===== src/rtl/riscv_pkg.sv =====
// Shared RV32I decode definitions: instruction classes, major opcodes,
// the decoded-instruction record and the opcode classifier.
package riscv_pkg;

    // Instruction class presented on out_opclass
    typedef enum logic [3:0] {
        OPC_ALUREG  = 4'd0,
        OPC_ALUIMM  = 4'd1,
        OPC_BRANCH  = 4'd2,
        OPC_JAL     = 4'd3,
        OPC_JALR    = 4'd4,
        OPC_AUIPC   = 4'd5,
        OPC_LUI     = 4'd6,
        OPC_LOAD    = 4'd7,
        OPC_STORE   = 4'd8,
        OPC_SYSTEM  = 4'd9,
        OPC_FENCE   = 4'd10,
        OPC_ILLEGAL = 4'd11
    } opclass_t;

    // RV32I major opcodes (instr[6:0])
    localparam logic [6:0] OP_ALUREG = 7'b0110011;
    localparam logic [6:0] OP_ALUIMM = 7'b0010011;
    localparam logic [6:0] OP_BRANCH = 7'b1100011;
    localparam logic [6:0] OP_JAL    = 7'b1101111;
    localparam logic [6:0] OP_JALR   = 7'b1100111;
    localparam logic [6:0] OP_AUIPC  = 7'b0010111;
    localparam logic [6:0] OP_LUI    = 7'b0110111;
    localparam logic [6:0] OP_LOAD   = 7'b0000011;
    localparam logic [6:0] OP_STORE  = 7'b0100011;
    localparam logic [6:0] OP_SYSTEM = 7'b1110011;
    localparam logic [6:0] OP_FENCE  = 7'b0001111;

    // funct7 values that are legal for register-register ALU operations
    localparam logic [6:0] F7_BASE = 7'h00;
    localparam logic [6:0] F7_ALT  = 7'h20;

    // Decoded fields of one instruction (the PC travels separately because
    // its width is a parameter of the stage)
    typedef struct packed {
        opclass_t    opclass;
        logic [4:0]  rd;
        logic [4:0]  rs1;
        logic [4:0]  rs2;
        logic [2:0]  funct3;
        logic [6:0]  funct7;
        logic [31:0] imm;
        logic        illegal;
    } decoded_t;

    // Map the opcode field onto an instruction class; anything that is not a
    // 32-bit encoding (low bits != 2'b11) or not a listed opcode is ILLEGAL.
    function automatic opclass_t classify(input logic [6:0] opcode);
        opclass_t cls;
        if (opcode[1:0] != 2'b11) begin
            cls = OPC_ILLEGAL;
        end else begin
            case (opcode)
                OP_ALUREG: cls = OPC_ALUREG;
                OP_ALUIMM: cls = OPC_ALUIMM;
                OP_BRANCH: cls = OPC_BRANCH;
                OP_JAL:    cls = OPC_JAL;
                OP_JALR:   cls = OPC_JALR;
                OP_AUIPC:  cls = OPC_AUIPC;
                OP_LUI:    cls = OPC_LUI;
                OP_LOAD:   cls = OPC_LOAD;
                OP_STORE:  cls = OPC_STORE;
                OP_SYSTEM: cls = OPC_SYSTEM;
                OP_FENCE:  cls = OPC_FENCE;
                default:   cls = OPC_ILLEGAL;
            endcase
        end
        return cls;
    endfunction

endpackage


===== src/rtl/imm_gen.sv =====
// Immediate generator: selects the RV32I immediate format from the
// instruction class and sign-extends it to 32 bits. Purely combinational.
// Only instr[31:7] is needed; the opcode has already been folded into
// the class.
module imm_gen
    import riscv_pkg::*;
(
    input  logic [31:7] instr,
    input  opclass_t    opclass,
    output logic [31:0] imm
);

    logic [31:0] imm_i_s;
    logic [31:0] imm_s_s;
    logic [31:0] imm_b_s;
    logic [31:0] imm_j_s;
    logic [31:0] imm_u_s;

    // Assemble every format in parallel; the class picks one below
    always_comb begin
        imm_i_s = {{20{instr[31]}}, instr[31:20]};
        imm_s_s = {{20{instr[31]}}, instr[31:25], instr[11:7]};
        imm_b_s = {{19{instr[31]}}, instr[31], instr[7], instr[30:25],
                   instr[11:8], 1'b0};
        imm_j_s = {{11{instr[31]}}, instr[31], instr[19:12], instr[20],
                   instr[30:21], 1'b0};
        imm_u_s = {instr[31:12], 12'h000};
    end

    // Format selection by instruction class
    always_comb begin
        imm = 32'h0000_0000;
        case (opclass)
            OPC_ALUIMM,
            OPC_JALR,
            OPC_LOAD,
            OPC_SYSTEM,
            OPC_FENCE:   imm = imm_i_s;
            OPC_STORE:   imm = imm_s_s;
            OPC_BRANCH:  imm = imm_b_s;
            OPC_JAL:     imm = imm_j_s;
            OPC_AUIPC,
            OPC_LUI:     imm = imm_u_s;
            OPC_ALUREG:  imm = 32'h0000_0000;
            default:     imm = 32'h0000_0000;
        endcase
    end

endmodule


===== src/rtl/decode_stage.sv =====
// RV32I decode pipeline stage. Decodes the incoming word combinationally and
// stores the result in a two-entry elastic buffer (main output register plus
// a skid register) so that in_ready can come straight from a flop while still
// sustaining one instruction per cycle.
module decode_stage
    import riscv_pkg::*;
#(
    parameter int PC_WIDTH = 7
) (
    input  logic                clock,
    input  logic                reset,
    input  logic                in_valid,
    output logic                in_ready,
    input  logic [31:0]         in_instr,
    input  logic [PC_WIDTH-1:0] in_pc,
    input  logic                flush,
    output logic                out_valid,
    input  logic                out_ready,
    output logic [PC_WIDTH-1:0] out_pc,
    output logic [3:0]          out_opclass,
    output logic [4:0]          out_rd,
    output logic [4:0]          out_rs1,
    output logic [4:0]          out_rs2,
    output logic [2:0]          out_funct3,
    output logic [6:0]          out_funct7,
    output logic [31:0]         out_imm,
    output logic                out_illegal
);

    // ------------------------------------------------------------------
    // Decode of the word on the input side
    // ------------------------------------------------------------------
    opclass_t    cls_s;
    logic [31:0] imm_s;
    decoded_t    dec_s;
    logic        bad_funct7_s;

    // Classify the opcode field
    always_comb begin
        cls_s = classify(in_instr[6:0]);
    end

    imm_gen u_imm_gen (
        .instr   (in_instr[31:7]),
        .opclass (cls_s),
        .imm     (imm_s)
    );

    // Assemble the decoded record; register fields pass through untouched
    always_comb begin
        bad_funct7_s  = (in_instr[31:25] != F7_BASE) && (in_instr[31:25] != F7_ALT);
        dec_s         = '0;
        dec_s.opclass = cls_s;
        dec_s.rd      = in_instr[11:7];
        dec_s.rs1     = in_instr[19:15];
        dec_s.rs2     = in_instr[24:20];
        dec_s.funct3  = in_instr[14:12];
        dec_s.funct7  = in_instr[31:25];
        dec_s.imm     = imm_s;
        if (cls_s == OPC_ILLEGAL) begin
            dec_s.illegal = 1'b1;
        end else if (cls_s == OPC_ALUREG) begin
            dec_s.illegal = bad_funct7_s;
        end else begin
            dec_s.illegal = 1'b0;
        end
    end

    // ------------------------------------------------------------------
    // Two-entry buffer state
    // ------------------------------------------------------------------
    logic                main_valid_r;
    logic [PC_WIDTH-1:0] main_pc_r;
    decoded_t            main_dec_r;
    logic                skid_valid_r;
    logic [PC_WIDTH-1:0] skid_pc_r;
    decoded_t            skid_dec_r;
    logic                in_ready_r;

    logic                main_valid_s;
    logic [PC_WIDTH-1:0] main_pc_s;
    decoded_t            main_dec_s;
    logic                skid_valid_s;
    logic [PC_WIDTH-1:0] skid_pc_s;
    decoded_t            skid_dec_s;
    logic                in_ready_s;

    logic                accept_s;
    logic                out_fire_s;
    logic                main_free_s;

    // Handshake qualifiers; a flush edge never takes a new word
    always_comb begin
        accept_s    = in_valid && in_ready_r && !flush;
        out_fire_s  = main_valid_r && out_ready;
        main_free_s = !main_valid_r || out_fire_s;
    end

    // Next-state of both entries. The main register refills from the skid
    // entry first so ordering is preserved; a new word lands in main when it
    // is free, otherwise in the skid register.
    always_comb begin
        main_valid_s = main_valid_r;
        main_pc_s    = main_pc_r;
        main_dec_s   = main_dec_r;
        skid_valid_s = skid_valid_r;
        skid_pc_s    = skid_pc_r;
        skid_dec_s   = skid_dec_r;
        if (flush) begin
            main_valid_s = 1'b0;
            skid_valid_s = 1'b0;
        end else if (main_free_s) begin
            if (skid_valid_r) begin
                main_valid_s = 1'b1;
                main_pc_s    = skid_pc_r;
                main_dec_s   = skid_dec_r;
                if (accept_s) begin
                    skid_valid_s = 1'b1;
                    skid_pc_s    = in_pc;
                    skid_dec_s   = dec_s;
                end else begin
                    skid_valid_s = 1'b0;
                end
            end else if (accept_s) begin
                main_valid_s = 1'b1;
                main_pc_s    = in_pc;
                main_dec_s   = dec_s;
            end else begin
                main_valid_s = 1'b0;
            end
        end else begin
            if (accept_s && !skid_valid_r) begin
                skid_valid_s = 1'b1;
                skid_pc_s    = in_pc;
                skid_dec_s   = dec_s;
            end else begin
                skid_valid_s = skid_valid_r;
            end
        end
    end

    // in_ready for the next cycle: open exactly when the skid slot is empty
    always_comb begin
        in_ready_s = !skid_valid_s;
    end

    // Buffer registers; reset clears validity and all output data fields
    always_ff @(posedge clock or negedge reset) begin
        if (!reset) begin
            main_valid_r <= 1'b0;
            main_pc_r    <= '0;
            main_dec_r   <= '0;
            skid_valid_r <= 1'b0;
            skid_pc_r    <= '0;
            skid_dec_r   <= '0;
            in_ready_r   <= 1'b0;
        end else begin
            main_valid_r <= main_valid_s;
            main_pc_r    <= main_pc_s;
            main_dec_r   <= main_dec_s;
            skid_valid_r <= skid_valid_s;
            skid_pc_r    <= skid_pc_s;
            skid_dec_r   <= skid_dec_s;
            in_ready_r   <= in_ready_s;
        end
    end

    // ------------------------------------------------------------------
    // Outputs come straight from the main register and the ready flop
    // ------------------------------------------------------------------
    assign in_ready    = in_ready_r;
    assign out_valid   = main_valid_r;
    assign out_pc      = main_pc_r;
    assign out_opclass = main_dec_r.opclass;
    assign out_rd      = main_dec_r.rd;
    assign out_rs1     = main_dec_r.rs1;
    assign out_rs2     = main_dec_r.rs2;
    assign out_funct3  = main_dec_r.funct3;
    assign out_funct7  = main_dec_r.funct7;
    assign out_imm     = main_dec_r.imm;
    assign out_illegal = main_dec_r.illegal;

endmodule


===== config.mk =====
export PLATFORM = sky130hd
export DESIGN_NAME = decode_stage
export DESIGN_NICKNAME = d
export VERILOG_FILES = /design/src/rtl/riscv_pkg.sv /design/src/rtl/imm_gen.sv /design/src/rtl/decode_stage.sv
export SDC_FILE = /design/constraint.sdc
export NUM_CORES = 1
export LEC_CHECK = 0
export BUFFER_PORTS_ARGS = -buffer_cell sky130_fd_sc_hd__buf_2
export CAP_MARGIN = 20
export CELL_PAD_IN_SITES_DETAIL_PLACEMENT = 0
export CELL_PAD_IN_SITES_GLOBAL_PLACEMENT = 1
export CORE_MARGIN = 2
export CORE_UTILIZATION = 45
export CTS_CLUSTER_SIZE = 14
export DETAILED_ROUTE_END_ITERATION = 10
export PLACE_DENSITY_LB_ADDON = 0.25
export SLEW_MARGIN = 40
export SYNTH_ARGS = -nofsm -noshare
export SYNTH_HDL_FRONTEND = slang
export SYNTH_SLANG_ARGS = --single-unit

===== constraint.sdc =====
create_clock -name clock -period 3.1 [get_ports clock]
set_input_delay 0 -clock clock [delete_from_list [all_inputs] [get_ports clock]]
set_output_delay 0 -clock clock [all_outputs]
set_load 0.02 [all_outputs]

==> results.md <==
* Final cell count without fillers at 1,003
* Post-placement cell count at between 900 and 1,000
* Clock skew at 0.00542 ns
* Finish-stage setup viols at 0
* Sequential power share at 0.461
* Clock Power Share at 0.344
* Die span in y at ~120 um
* First-pass GRT wire length at 27,900 um
* Crit path arrival time at between 2 and 3 ns
* Min Clock Period, post-route at 2.41 ns
* Core area at ~14,000 sq um
* Mean number of vias per cell at 5.50
* Slew @ Worst Pin at 0.653 ns
* Dpl cell area at between 7000 and 8000 sq um
* Share of cells above drive strength 1 at 0.210
* Clock insertion delay at the later pin of the skew report at 0.42 ns
* Worst setup path class: reg -> reg
* Detailed-route via count at 5,521
* Comb power frac at 0.195
* RSZ-0062 raised after global routing: no
* Sw frac at 0.296
* Startpoint Class: flop
* Async SR Flop Fraction at 1.00
* Area Growth Syn to Fin at 24.0%
* Power per cell area at 670 nW/um^2
* Post-CTS setup buffer count at 0
* Sink Count at 141
* Antenna Violating Nets Remaining at 0
* Port Buf Inserts at roughly 110
* GPL Wtd Cong at 0.819
* Status: finished, violations left
* IO Count at 115
* Post-route cell area at 7990 sq um
* Die width at around 120 um
* # DRC at 0
* Initial DRC count at 375
* Hold Path Class: in -> async
* Max FO, Critical Path at 46
* Synth Warn # at 0
* Final core utilization at 0.573
* Fillers at about 1,200
* Data required, critical path at 3.38 ns
* CTS buffer count at 17
* Hold Vio Cnt, Final at 7
* Final worst setup slack at between 0.6 and 0.7 ns
* Total gr overflow at 0
* P_sw at 1.59 mW
* Slew HR at 0.565
* Drt total wl at 17,300 um
* Setup WS pre-CTS at 0.684 ns
* Syn_nets at ~730
* LEAKAGE at 3.67 nW
* Number of synthesized flops with an enable pin at 0
* Synthesized area at 6450 sq um
* Initial Util at 0.463
* Seq cells post-synth at 141
* Sequential element share of the synthesized area at 0.547
* Final setup TNS at 0 ns
* CTS resizes at 0
* Vias in the first global route at 5,374
* Max Cap Viol at 0
* HPWL Detailed at between 10,000 and 15,000 um
* H-tree depth at 4
* Synth Flop Type: dfrtp_1
* Netlist cell types at 52
* Max Fclk at 415 MHz
* Antenna violations before repair at 0
* Maximum vdd ir drop at ~0.38 mV
* Int Power at 3.77 mW
* Crit end category: flop
* Longest Clk Path Bufs at 2
* CTS Hold Bufs at 34
* Final nets at 858
* Overall power consumption at 5.35 mW
* Final hold slack at -0.00850 ns
* 1st-pass router iterations at 7
* Post-Syn Instances at 685
* CTS tree: built
* Failing checks: negative hold slack
* Die area at 15,300 sq um
* Largest net degree at the start of global routing at 80
* Root Buffer: clkbuf_16
* Clock slew at reported path FFs at 0.05 ns
* Mean Syn Cell Area at 9.41 sq um
* N_diodes at 0
* Routed WL per cell at approximately 17 um
* GRT Util Overall at 0.237
* Max-slew violations at 0
* Site Rows at 43
* Tcrit/Tclk final at 0.777
[state kept, by name, indices dropped and copies added, names as in the netlist]
register	cells
in_ready	1
out_illegal	1
skid_dec_r	62
out_rd	5
out_rs2	5
out_valid	1
out_rs1	5
out_imm	32
out_opclass	4
out_funct7	7
out_pc	7
skid_valid_r	1
out_funct3	3
skid_pc_r	7
[layout by cell type, fill, tap and decap left out, types with 5 or more instances in the layout]
cell / Yosys / layout
and3_1: 7 / 7
dlygate4sd3_1: 0 / 34
buf_2: 21 / 113
a21oi_2: 4 / 5
o21ai_1: 6 / 6
nand2b_1: 5 / 5
dfrtp_1: 141 / 140
a22o_1: 6 / 6
buf_4: 5 / 11
o21ai_0: 68 / 68
nor2_1: 39 / 39
nand2_1: 179 / 179
or3_1: 28 / 26
a21oi_1: 34 / 33
clkbuf_8: 0 / 6
clkbuf_16: 0 / 17
mux2i_1: 32 / 32
nand3_1: 7 / 7
a31oi_1: 25 / 25
[worst max-delay path, cell delays in order, from the launching register on]
cell and delay, ns:
dfrtp_2 0.61, a21oi_2 0.07, or3_2 0.70, buf_4 0.38, or3_1 0.35, o21ai_0 0.09
a31oi_1 0.06
[layer usage]
metal	global-route usage	routed length, um	up-vias
met5	0	0	-
met4	0.0923	346	0
met3	0.0531	1090	32
met2	0.368	8110	193
met1	0.325	7770	2684
li1	-	-	2612
[cells in the mapped netlist (all sizes together) (3+ instances only)]
| library cell | count | area [sq um] |
|---|---|---|
| dfrtp | 141 | 3530 |
| o211ai | 3 | 22.5 |
| a21oi | 38 | 205 |
| clkbuf | 19 | 71.3 |
| nor3 | 5 | 35.0 |
| o21ai | 74 | 370 |
| a22o | 6 | 52.6 |
| nand2b | 5 | 31.3 |
| inv | 4 | 15.0 |
| and3 | 7 | 43.8 |
| nand3 | 8 | 45.0 |
| a221o | 4 | 40.0 |
| or3 | 28 | 175 |
| a31oi | 27 | 181 |
| mux2i | 32 | 320 |
| nand2 | 179 | 672 |
| nor2b | 3 | 26.3 |
| nor2 | 43 | 176 |
| buf | 31 | 184 |
[layout make-up]
| cell class | instances | area [sq um] | share of cell area |
|---|---|---|---|
| Sequential cell | 141 | 3530 | 0.442 |
| Multi-Input combinational cell | 490 | 2670 | 0.334 |
| Timing Repair Buffer | 160 | 1030 | 0.129 |
| Clock buffer | 27 | 523 | 0.0655 |
| Tap cell | 180 | 225 | 0.0282 |
| Inverter | 4 | 15.0 | 0.00188 |
| Clock inverter | 1 | 5.00 | 0.000626 |
[path summary, 6_finish.rpt]
kind                                            start                    endpoint  slack, ns  cells past startpoint
hold / removal                                  reset    skid_pc_r[4]$_DFFE_PN0P_     -0.009                      2
setup / recovery               skid_valid_r$_DFF_PN0_     out_imm[19]$_DFFE_PN0P_       0.69                      6
hold reg to reg            skid_dec_r[34]$_DFFE_PN0P_  skid_dec_r[34]$_DFFE_PN0P_       0.47                      2
min in group clock                          out_ready       out_valid$_DFFE_PN0P_       0.01                      4
setup reg to reg               skid_valid_r$_DFF_PN0_     out_imm[19]$_DFFE_PN0P_       0.69                      6
max in group asynchronous                       reset  skid_dec_r[47]$_DFFE_PN0P_       2.21                      4
[power by group through the flow]
stage	registers [mW]	logic [mW]	clock network (mW)
6_report	2.47	1.05	1.84
3_5_place_dp	2.49	1.02	0
4_1_cts	2.46	1.06	1.87
2_1_floorplan	2.63	0.466	0
5_1_grt	2.51	1.18	1.95
3_3_place_gp	2.47	0.986	0
[logic make-up (layout without fill, tap and decap cells)]
family,Yosys count,in the layout,synth area share
flops,141,141,0.547
mux,34,34,0.0532
xor+xnor,1,1,0.00136
simple gates,289,289,0.201
compound gates,164,164,0.152
fa+ha+maj,2,2,0.00311
buf+inv,54,192,0.0419
Note: power is estimated with default switching activity, not from simulation.
